### config.mk
export PLATFORM = sky130hd
export DESIGN_NAME = round_timer
export DESIGN_NICKNAME = d
export VERILOG_FILES = /design/src/rtl/round_timer.sv
export SDC_FILE = /design/constraint.sdc
export NUM_CORES = 1
export LEC_CHECK = 0
export CAP_MARGIN = 10
export CORE_MARGIN = 3
export CORE_UTILIZATION = 54
export DETAILED_ROUTE_END_ITERATION = 10
export DONT_BUFFER_PORTS = 1
export GPL_ROUTABILITY_DRIVEN = 0
export GPL_TIMING_DRIVEN = 0
export HOLD_SLACK_MARGIN = 0.03
export PLACE_DENSITY_LB_ADDON = 0.1
export SLEW_MARGIN = 25
export SYNTH_ARGS = -nofsm -noshare
export SYNTH_HDL_FRONTEND = slang
export SYNTH_SLANG_ARGS = --single-unit
### constraint.sdc
create_clock -name clk -period 2.5 [get_ports clk]
set_clock_uncertainty 0.05 [all_clocks]
set_input_delay 0.375 -clock clk [delete_from_list [all_inputs] [get_ports clk]]
set_output_delay 0.375 -clock clk [all_outputs]
set_load 0.05 [all_outputs]
### src/rtl/round_timer.sv
// Round countdown timer: prescaled second counter with start/pause, low-time warning and end-of-game outputs.
// Optional score bonus input is enabled by defining ROUND_TIMER_BONUS_EN.
module round_timer #(
    parameter int CLK_HZ      = 1000000,
    parameter int TICK_HZ     = 1,
    parameter int CNT_W       = 8,
    parameter int DEFAULT_LEN = 30,
    parameter int WARN_AT     = 5
`ifdef ROUND_TIMER_BONUS_EN
    ,
    parameter int BONUS_SEC   = 2
`endif
) (
    input  logic             clk,
    input  logic             rst,
    input  logic             start,
    input  logic             pause,
    input  logic             load_en,
    input  logic [CNT_W-1:0] load_val,
`ifdef ROUND_TIMER_BONUS_EN
    input  logic             bonus,
`endif
    output logic [CNT_W-1:0] count,
    output logic             running,
    output logic             tick,
    output logic             warn,
    output logic             game_end,
    output logic             end_pulse
);

    localparam int               DIV      = CLK_HZ / TICK_HZ;
    localparam int               PW       = $clog2(DIV);
    localparam logic [PW-1:0]    PRE_LAST = PW'(DIV - 1);
    localparam logic [CNT_W-1:0] LEN_RST  = CNT_W'(DEFAULT_LEN);
    localparam logic [CNT_W-1:0] WARN_LVL = CNT_W'(WARN_AT);

    localparam logic [1:0] ST_IDLE   = 2'd0;
    localparam logic [1:0] ST_RUN    = 2'd1;
    localparam logic [1:0] ST_PAUSED = 2'd2;
    localparam logic [1:0] ST_DONE   = 2'd3;

`ifdef ROUND_TIMER_BONUS_EN
    localparam int BONUS_V = BONUS_SEC;
    logic bonus_s;
    assign bonus_s = bonus;
`else
    localparam int BONUS_V = 0;
    logic bonus_s;
    assign bonus_s = 1'b0;
`endif

    logic [1:0]       state_r;
    logic [1:0]       state_s;
    logic [CNT_W-1:0] len_r;
    logic [CNT_W-1:0] len_s;
    logic [PW-1:0]    pre_r;
    logic [PW-1:0]    pre_s;
    logic [CNT_W-1:0] count_s;
    logic             tick_s;
    logic             warn_s;
    logic             running_s;
    logic             game_end_s;
    logic             end_pulse_s;
    logic             load_ok_s;

    // Adds the bonus (minus one second when a tick coincides), saturating at the counter maximum.
    function automatic logic [CNT_W-1:0] sat_adj(input logic [CNT_W-1:0] c, input logic dec);
        logic [CNT_W+31:0] sum;
        sum = {32'd0, c} + (CNT_W+32)'(BONUS_V) - (CNT_W+32)'(dec);
        if (|sum[CNT_W+31:CNT_W]) begin
            sat_adj = {CNT_W{1'b1}};
        end else begin
            sat_adj = sum[CNT_W-1:0];
        end
    endfunction

    // Next-state logic; start overrides everything, and pause is checked before the prescaler wrap.
    always_comb begin
        state_s     = state_r;
        pre_s       = pre_r;
        count_s     = count;
        tick_s      = 1'b0;
        end_pulse_s = 1'b0;
        game_end_s  = game_end;
        load_ok_s   = load_en && ((state_r == ST_IDLE) || (state_r == ST_DONE));
        if (load_ok_s) begin
            len_s = load_val;
        end else begin
            len_s = len_r;
        end

        if (start) begin
            pre_s = '0;
            if (len_s == '0) begin
                state_s     = ST_DONE;
                count_s     = '0;
                game_end_s  = 1'b1;
                end_pulse_s = 1'b1;
            end else begin
                state_s    = ST_RUN;
                count_s    = len_s;
                game_end_s = 1'b0;
            end
        end else begin
            case (state_r)
                ST_IDLE: begin
                    if (load_ok_s) begin
                        count_s = load_val;
                    end else begin
                        count_s = count;
                    end
                end
                ST_RUN, ST_PAUSED: begin
                    if (pause) begin
                        state_s = ST_PAUSED;
                        if (bonus_s) begin
                            count_s = sat_adj(count, 1'b0);
                        end else begin
                            count_s = count;
                        end
                    end else begin
                        // Leaving PAUSED counts as an active cycle, so the prescaler resumes at once.
                        state_s = ST_RUN;
                        if (pre_r == PRE_LAST) begin
                            pre_s  = '0;
                            tick_s = 1'b1;
                            if (bonus_s) begin
                                count_s = sat_adj(count, 1'b1);
                            end else if (count <= CNT_W'(1)) begin
                                count_s     = '0;
                                state_s     = ST_DONE;
                                game_end_s  = 1'b1;
                                end_pulse_s = 1'b1;
                            end else begin
                                count_s = count - CNT_W'(1);
                            end
                        end else begin
                            pre_s = pre_r + PW'(1);
                            if (bonus_s) begin
                                count_s = sat_adj(count, 1'b0);
                            end else begin
                                count_s = count;
                            end
                        end
                    end
                end
                ST_DONE: begin
                    count_s    = '0;
                    game_end_s = 1'b1;
                end
                default: begin
                    state_s = ST_IDLE;
                end
            endcase
        end

        running_s = (state_s == ST_RUN) || (state_s == ST_PAUSED);
        warn_s    = running_s && (count_s != '0) && (count_s <= WARN_LVL);
    end

    // State and output registers.
    always_ff @(posedge clk or posedge rst) begin
        if (rst) begin
            state_r   <= ST_IDLE;
            len_r     <= LEN_RST;
            pre_r     <= '0;
            count     <= LEN_RST;
            running   <= 1'b0;
            tick      <= 1'b0;
            warn      <= 1'b0;
            game_end  <= 1'b0;
            end_pulse <= 1'b0;
        end else begin
            state_r   <= state_s;
            len_r     <= len_s;
            pre_r     <= pre_s;
            count     <= count_s;
            running   <= running_s;
            tick      <= tick_s;
            warn      <= warn_s;
            game_end  <= game_end_s;
            end_pulse <= end_pulse_s;
        end
    end

endmodule

==> flow_summary.ini <==
[finish]
layout-drive-gt1-share_pct = 17.8
multi_input_area_um2 = 1450
fin_util_pct = 64.5
fin_cells = 366
antenna_cells = 0
regArea_um2 = 1090
n_fill_cell = 367
final_nets = 331
area_growth_pct = 12.3

[power]
p_switching_mw = 1.43
comb_power_share_pct = 37.0
power.density_nw_per_um2 = 1060
p_int_mw = 1.64
seqPwrFrac_pct = 47.1
design_power_total_mw = 3.07
sw_frac_of_total_pct = 46.7
vdd.ir_drop.worst_uv = 768
clkPwrFrac_pct = 15.9
leakage_nw = 1.21

[global_routing]
grt.total_usage_pct = 24.6
grt_max_degree = 32
gr-total-overflow = 0
first_global_vias = 2152
grt_pass1_wl_mm = 10.6
antenna_found_initial = 0

[floorplanning]
die_x_um = 75.0
ios = 26
dieArea_um2 = 5630
core.rowCount = 24
core_region_area_um2 = 4470
start_util_pct = 57.5
die_h_um = 75.0

[clocking]
cts-root-buf = clkbuf_8
clk_latency_ns = 0.30
clock_sinks = 43
numCtsBuffers = 5
cts_tree = built
clk_path_buf_depth = 2
path_clk_slew_ns = 0.08
h-tree-depth = 2

[synthesis]
synth_area_leaders = dfrtp_1, dfstp_2, nand2_1
avgSynthCellArea_um2 = 8.60
ys_seq_area_share_pct = 42.2
ys_ff_latch = 43
yosysWarningCount = 0
synthCells = 299
yosysTopAreaCell = dfrtp_1
async_reset_ff_share_pct = 100
synth_top_flop_cell = dfrtp_1
syn_area_um2 = 2570
synth.distinct_cells = 54
syn_nets = 317
synth-edff-count = 0
yosysTopAreaCellShare_pct = 34.1

[setup_path]
reg2reg_from = count[3]
cp_data_required_time_ns = 2.69
cp-endpoint = warn
path_class = flip-flop to flip-flop
ff2ff_setup_slack_ns = 0.02
timing.rr.end = warn
arrival_ns = 2.67
cp-startpoint = count[3]
reg2regPathDepth = 7
crit_path_end_kind = flip-flop
cp_cell_sequence = or3_1 > nor3_1 > or4b_4 > xnor2_2 > o21ai_2 > nor4b_2 > and4b_1
max_stage_delay_ns = 0.51
startpoint_type = flip-flop
crit_cells = 7
crit_family = simple AND/OR/NAND/NOR gates
cp_max_fo = 9
crit_slowest_cell = dfstp_2
path_buf_inv = 0

[sta]
fin_crit_ns = 2.48
finalSetupTns_ns = 0
rsz0062_at_grt = yes
hold_ws_ns = 0.101
finalHoldViolations = 0
slew_violations = 0
period_share_pct = 99.4
relSlewSlack_pct = 61.9
setup_violations = 0
max_slew.worst_pin.slew_ns = 0.571
fmax_ghz = 0.402

[drt]
drt-initial-drc-count = 209
avgViaCountPerCell = 6.19
first_pass_iters = 4
vias = 2267
antenna_left = 0
route.detailed.drc = 0
routed_wl_mm = 6.24
wire_per_inst_um = 17.0

[placed_design]
hpwlAfterDp_mm = 4.53
port_buffers = 0
dp.cells = 352

[run_status]
status = finished, final reports clean

[run]
maxCapViolCount = 0

[worst_hold_path]
hold_class = input pin to flip-flop
[layout by cell type (no fill, tap or decap), types with 6 or more instances in the layout]
master / instances
a21oi_1: 16
clkbuf_1: 7
clkbuf_8: 7
dfrtp_1: 32
dfstp_2: 7
inv_1: 12
nand2_1: 44
nand3_1: 6
nand4_1: 8
nor2_1: 33
nor3_1: 9
o21ai_0: 15
o22ai_1: 8
xor2_1: 11
[state kept, by name (all words and copies together), names as in the netlist]
signal / flops
game_end: 1
warn: 1
count: 8
pre_r: 20
tick: 1
len_r: 8
end_pulse: 1
state_r: 2
running: 1
[metal layers]
metal | part of all wire, % | track usage, % | up-vias
li1 | - | - | 1091
met1 | 50 | 37.1 | 1093
met2 | 42 | 34.5 | 68
met3 | 5.8 | 6.01 | 15
met4 | 1.6 | 7.71 | 0
met5 | 0 | 0 | -
[cells in the mapped netlist (2+ instances only)]
library cell,instances
nand2_1,46
dfrtp_1,35
nor2_1,34
a21oi_1,16
o21ai_0,16
inv_1,15
xor2_1,11
clkbuf_1,9
nor3_1,9
dfstp_2,8
nand4_1,8
o22ai_1,8
nand3_1,6
or3_1,6
and2_1,5
and3_1,5
ha_1,5
nor4_1,5
mux2i_1,3
nand2b_1,3
nor4b_1,3
o221ai_1,3
xnor2_1,3
a22oi_1,2
and4b_1,2
buf_2,2
nor2b_1,2
nor4b_2,2
o21ai_2,2
[per-stage QoR]
stage / instance area, um2 / setup WS (ns)
finish: 2890 / 0.0155
global route: 2890 / -0.112
CTS: 2840 / -0.0159
detailed placement: 2660 / -0.344
global placement: 2640 / -0.301
floorplan: 2570 / 0.0243
[repair_timing]
item,CTS,global route
gates resized for setup,15,14
endpoints found under the setup margin,7,15
pin swaps,1,1
buffers inserted,3,2
endpoints found under the hold margin,5,0
hold buffers,1,0
[power by group through the flow]
stage	registers, mW	logic [mW]	clock network, mW
after floorplan	1.36	0.811	0
after global placement	1.43	1.00	0
after detailed placement	1.43	1.02	0
after CTS	1.44	1.07	0.502
after global routing	1.48	1.27	0.545
final	1.45	1.14	0.489
[area by class of cell]
type | count | area share [%]
plain buffers | 12 | 1.86
clock buffers | 8 | 3.47
inverters | 15 | 1.95
flip-flops and latches | 43 | 37.9
well taps | 52 | 2.25
repair buffers | 7 | 2.34
multi-input cells | 229 | 50.2
[worst min-delay path by stage]
| stage | start | endpoint | slack [ns] | depth (start not counted) |
|---|---|---|---|---|
| after floorplan | len_r[3] | len_r[3] | 0.40 | 2 |
| after global placement | len_r[3] | len_r[3] | 0.41 | 2 |
| after detailed placement | rst | len_r[7] | 0.18 | 1 |
| after CTS | load_val[4] | len_r[4] | 0.09 | 2 |
| after global routing | load_val[4] | len_r[4] | 0.09 | 2 |
| final | load_val[3] | len_r[3] | 0.10 | 2 |
[logic make-up after synthesis]
| logic type | synth area share [%] |
|---|---|
| adders and majority gates | 2.43 |
| muxes | 1.17 |
| buffers and inverters | 4.04 |
| DFF | 42.2 |
| and+or+nand+nor | 28.6 |
| AOI/OAI and AO/OA | 16.2 |
| xor gates and xnor gates | 5.40 |
(Power assumes the default switching activity.)
